==> config.mk <==
export PLATFORM = sky130hd
export DESIGN_NAME = w_input_conditioner
export DESIGN_NICKNAME = d
export VERILOG_FILES = /design/src/rtl/ej2_pkg.sv /design/src/rtl/sync_2ff.sv /design/src/rtl/w_input_conditioner.sv
export SDC_FILE = /design/constraint.sdc
export NUM_CORES = 1
export LEC_CHECK = 0
export BUFFER_PORTS_ARGS = -buffer_cell sky130_fd_sc_hd__buf_2
export CAP_MARGIN = 20
export CORE_AREA = 2 2 39 41
export CTS_CLUSTER_SIZE = 30
export DETAILED_ROUTE_END_ITERATION = 16
export DIE_AREA = 0 0 41 43
export PLACE_DENSITY = 0.76
export RECOVER_POWER = 50
export SYNTH_ARGS = -nofsm -noshare
export SYNTH_HDL_FRONTEND = slang
export SYNTH_HIERARCHICAL = 1
export SYNTH_SLANG_ARGS = --single-unit
==> constraint.sdc <==
create_clock -name clock -period 3.4 [get_ports clock]
set_input_delay 0 -clock clock [delete_from_list [all_inputs] [get_ports clock]]
set_output_delay 0 -clock clock [all_outputs]
set_load 0.02 [all_outputs]
==> src/rtl/ej2_pkg.sv <==
// ej2_pkg: shared encodings, default timing constants and width helper for the ej2 input stage
package ej2_pkg;

    // Debounce FSM encoding; bit 1 carries the debounced level in the stable/pending-opposite pair
    typedef enum logic [1:0] {
        S0 = 2'b00,
        P1 = 2'b01,
        S1 = 2'b11,
        P0 = 2'b10
    } state_t;

    localparam int DEFAULT_DEBOUNCE_CYCLES = 4;
    localparam int DEFAULT_TICK_DIV        = 8;

    // Counter width for a count of n states; never narrower than one bit
    function automatic int cnt_width(input int n);
        return (n <= 1) ? 1 : $clog2(n);
    endfunction

endpackage

==> src/rtl/sync_2ff.sv <==
// sync_2ff: two-flop synchronizer for a single asynchronous bit
//   clock : system clock
//   reset : synchronous active-high reset, clears both flops
//   d     : asynchronous input
//   q     : synchronized output (second flop)
module sync_2ff (
    input  logic clock,
    input  logic reset,
    input  logic d,
    output logic q
);

    logic meta;

    always_ff @(posedge clock) begin
        if (reset) begin
            meta <= 1'b0;
            q    <= 1'b0;
        end else begin
            meta <= d;
            q    <= meta;
        end
    end

endmodule

==> src/rtl/w_input_conditioner.sv <==
// w_input_conditioner: synchronizes, debounces and edge-detects raw W and generates the state-load tick
//   clock       : system clock
//   reset       : synchronous active-high reset
//   inputRaw    : asynchronous raw W
//   inputEnable : lets the tick divider advance
//   outputW     : debounced W, decoded from the registered FSM state
//   outputEdge  : one-cycle pulse after outputW changes
//   outputStep  : one-cycle state-register load enable every TICK_DIV enabled cycles
module w_input_conditioner
    import ej2_pkg::*;
#(
    parameter int DEBOUNCE_CYCLES = DEFAULT_DEBOUNCE_CYCLES,
    parameter int TICK_DIV        = DEFAULT_TICK_DIV
) (
    input  logic clock,
    input  logic reset,
    input  logic inputRaw,
    input  logic inputEnable,
    output logic outputW,
    output logic outputEdge,
    output logic outputStep
);

    localparam int CW = cnt_width(DEBOUNCE_CYCLES);
    localparam int TW = cnt_width(TICK_DIV);
    localparam logic [CW-1:0] CNT_LAST  = CW'(DEBOUNCE_CYCLES - 1);
    localparam logic [TW-1:0] TICK_LAST = TW'(TICK_DIV - 1);

    logic          sync2;
    state_t        state, state_n;
    logic [CW-1:0] cnt, cnt_n;
    logic          w_n;
    logic [TW-1:0] tcnt;

    sync_2ff u_sync (
        .clock (clock),
        .reset (reset),
        .d     (inputRaw),
        .q     (sync2)
    );

    always_ff @(posedge clock) begin
        if (reset) begin
            state      <= S0;
            cnt        <= '0;
            outputEdge <= 1'b0;
        end else begin
            state      <= state_n;
            cnt        <= cnt_n;
            outputEdge <= w_n ^ outputW;
        end
    end

    // cnt holds how many consecutive samples have disagreed with outputW while pending
    always_comb begin
        state_n = state;
        cnt_n   = cnt;
        case (state)
            S0: begin
                if (sync2) begin
                    state_n = (DEBOUNCE_CYCLES == 1) ? S1 : P1;
                    cnt_n   = (DEBOUNCE_CYCLES == 1) ? '0 : CW'(1);
                end
            end
            P1: begin
                if (!sync2) begin
                    state_n = S0;
                    cnt_n   = '0;
                end else if (cnt == CNT_LAST) begin
                    state_n = S1;
                    cnt_n   = '0;
                end else begin
                    cnt_n = cnt + CW'(1);
                end
            end
            S1: begin
                if (!sync2) begin
                    state_n = (DEBOUNCE_CYCLES == 1) ? S0 : P0;
                    cnt_n   = (DEBOUNCE_CYCLES == 1) ? '0 : CW'(1);
                end
            end
            P0: begin
                if (sync2) begin
                    state_n = S1;
                    cnt_n   = '0;
                end else if (cnt == CNT_LAST) begin
                    state_n = S0;
                    cnt_n   = '0;
                end else begin
                    cnt_n = cnt + CW'(1);
                end
            end
            default: begin
                state_n = S0;
                cnt_n   = '0;
            end
        endcase
    end

    assign outputW = (state == S1) || (state == P0);
    assign w_n     = (state_n == S1) || (state_n == P0);

    always_ff @(posedge clock) begin
        if (reset) begin
            tcnt       <= '0;
            outputStep <= 1'b0;
        end else begin
            outputStep <= inputEnable && (tcnt == TICK_LAST);
            if (inputEnable)
                tcnt <= (tcnt == TICK_LAST) ? '0 : tcnt + TW'(1);
        end
    end

endmodule

==> out/metrics.csv <==
metric;value;unit
yosysWarnings;6;
first_pass_iters;3;
vias;451;
synth_nets;74;
hp-start;reset;
drcViolationCount;0;
area_growth_syn_to_layout;11.9;%
peakVddDrop;0.172;mV
hpwl;654;microns
dpl.cell_count;82;
required;3.60;ns
port-buffer-count;6;
outcome;finished clean;
ctsResizeCount;0;
sw_frac_of_total;23.2;%
worstMarginPinSlew;0.281;ns
path_class;reg2reg;
final.setup.tns;0;ns
utilization;48.3;%
rsz0062_at_grt;false;
reg2reg_to;outputEdge;
holdPathStages;2;
netlist_area;597;sq um
layout_commonest_cell;dfxtp_1;
finalSetupViolCount;0;
hold_violations;0;
grt_pass1_wl;1660;microns
dieHeight;43;microns
pwr_density_cell;372;mW/mm^2
fmax;666;MHz
cts_tree;done;
n_fill_cell;124;
clkSinkCount;11;
clockPowerShare;35.2;%
vias_per_cell;5.13;
grtUsageTotal;14.1;%
synth_cell_type_count;22;
antenna_left;0;
cp_data_arrival_time;1.70;ns
antennaDiodeCount;0;
cts_setup_buffers;0;
skew;0.000425;ns
worstSetupEndpointType;register;
avgSynthCellArea;9.63;sq um
holdWs;0.0454;ns
r2r_setup_slack;1.90;ns
final_cell_mix;dfxtp_1 (11), nor2_1 (9), ha_1 (8);
reg2reg_depth;6;
chipWidth;41;microns
layout.nets;85;
placed_cell_area;624;sq um
htree_levels;1;
wl_per_cell;10.3;microns
drtIter0Drc;12;
start_kind;register;
root_buffer;clkbuf_4;
p_seq_share;55.5;%
die_area;0.00176;sq mm
relSlewSlack;81.2;%
r2r_start;state[0];
p_sw;57.6;uW
critPathMaxFanout;6;
power_leakage;0.000330;uW
hp-class;in2reg;
grt_max_degree;13;
wirelength;902;microns
grt_remaining_overflow;0;
rows;14;
power_frac_comb;9.3;%
min_period;1.50;ns
holdPathEnd;cnt[0];
cap_violations;0;
fin_cells;88;
clock_path_buffers;2;
period_share;44.1;%
clkTransAtPathRegs;0.07;ns
slew_viol_final;0;
initial_core_util;43.1;%
fin_area;668;sq um
ios;7;
ys_seq_area_share;36.9;%
gp_congestion;0.798;
drive_gt1_share;13.9;%
clk_latency;0.26;ns
cts_buffers;3;
core_area;0.00138;sq mm
netlist_instances;62;
p_int;191;uW
grt_pass1_vias;415;
ys_seq_elements;11;
antenna_found_initial;0;
-- registers in the layout (all words and copies together), names as in the netlist --
| name | count |
|---|---|
| outputEdge | 1 |
| cnt | 2 |
| tcnt | 3 |
| outputStep | 1 |
| u_sync/meta | 1 |
| state | 2 |
| u_sync/q | 1 |
-- power by group through the flow --
| stage | Combinational, uW | Sequential (uW) | Clock, uW |
|---|---|---|---|
| floorplan | 19.0 | 139 | 0 |
| global placement | 20.7 | 141 | 0 |
| detailed placement | 21.7 | 141 | 0 |
| CTS | 23.6 | 138 | 93.0 |
| global route | 26.8 | 139 | 97.6 |
| finish | 23.2 | 138 | 87.5 |
-- per-stage QoR --
step | worst slack, ns | power, uW
floorplan | 2.03 | 158
global placement | 1.91 | 161
detailed placement | 1.92 | 163
CTS | 1.90 | 254
global route | 1.75 | 263
finish | 1.90 | 249
-- how the worst max path moves through the flow --
| stage | from | endpoint | slack (ns) | cells past startpoint |
|---|---|---|---|---|
| CTS | state[0] | outputEdge | 1.90 | 6 |
| finish | state[0] | outputEdge | 1.90 | 6 |
| detailed placement | state[0] | outputEdge | 1.92 | 6 |
| global placement | state[0] | outputEdge | 1.91 | 6 |
| global route | state[0] | outputEdge | 1.75 | 6 |
| floorplan | state[0] | outputEdge | 2.03 | 6 |
-- layer usage --
layer | part of all wire [%] | track usage [%]
met1 | 50 | 17.9
met2 | 46 | 19.1
met3 | 2.7 | 4.71
met4 | 1.9 | 10.0
met5 | 0 | 0
-- layout make-up --
type	instances	area [sq um]	share of cell area [%]
repair buffers	8	47.5	7.12
well taps	16	20.0	3.00
inverters	3	11.3	1.69
multi-input cells	46	343	51.3
flip-flops and latches	11	220	33.0
clock buffers	4	26.3	3.93
-- synth_stat cells --
library cell	instances	area share, %
a21oi_1	3	2.5
a32oi_1	1	1.5
buf_6	2	3.8
dfxtp_1	11	37
ha_1	8	17
inv_1	3	1.9
mux2_2	1	1.9
mux2i_1	6	10
nand2_1	3	1.9
nand2b_1	1	1.0
nand3_1	1	0.84
nand3b_1	1	1.3
nor2_1	9	5.7
nor2b_1	3	3.1
o211a_1	1	1.7
o21ai_0	2	1.7
o221a_2	1	1.9
o22ai_1	1	1.0
o31ai_1	1	1.3
or2_2	1	1.0
or2b_1	1	1.3
or3_1	1	1.0
-- logic make-up (layout without fill, tap and decap cells) --
| group | Yosys count | in the layout | share of synthesized area (%) |
|---|---|---|---|
| and+or+nand+nor | 21 | 21 | 17.2 |
| DFF | 11 | 11 | 36.9 |
| AOI/OAI and AO/OA | 10 | 10 | 11.5 |
| adders and majority gates | 8 | 8 | 16.8 |
| muxes | 7 | 7 | 11.9 |
| buffers and inverters | 5 | 15 | 5.66 |
-- worst max-delay path, stage by stage, from the launching register on --
cell and delay [ns]:
dfxtp_1 0.37, inv_1 0.11, ha_1 0.27, nor2b_1 0.15
o21ai_0 0.14, o221a_2 0.23, mux2i_1 0.17
-- what timing repair did --
item,in CTS,in global routing
hold endpoints to repair,2,0
hold buffers,2,0
endpoints found under the setup margin,0,0
(Power assumes the default switching activity.)
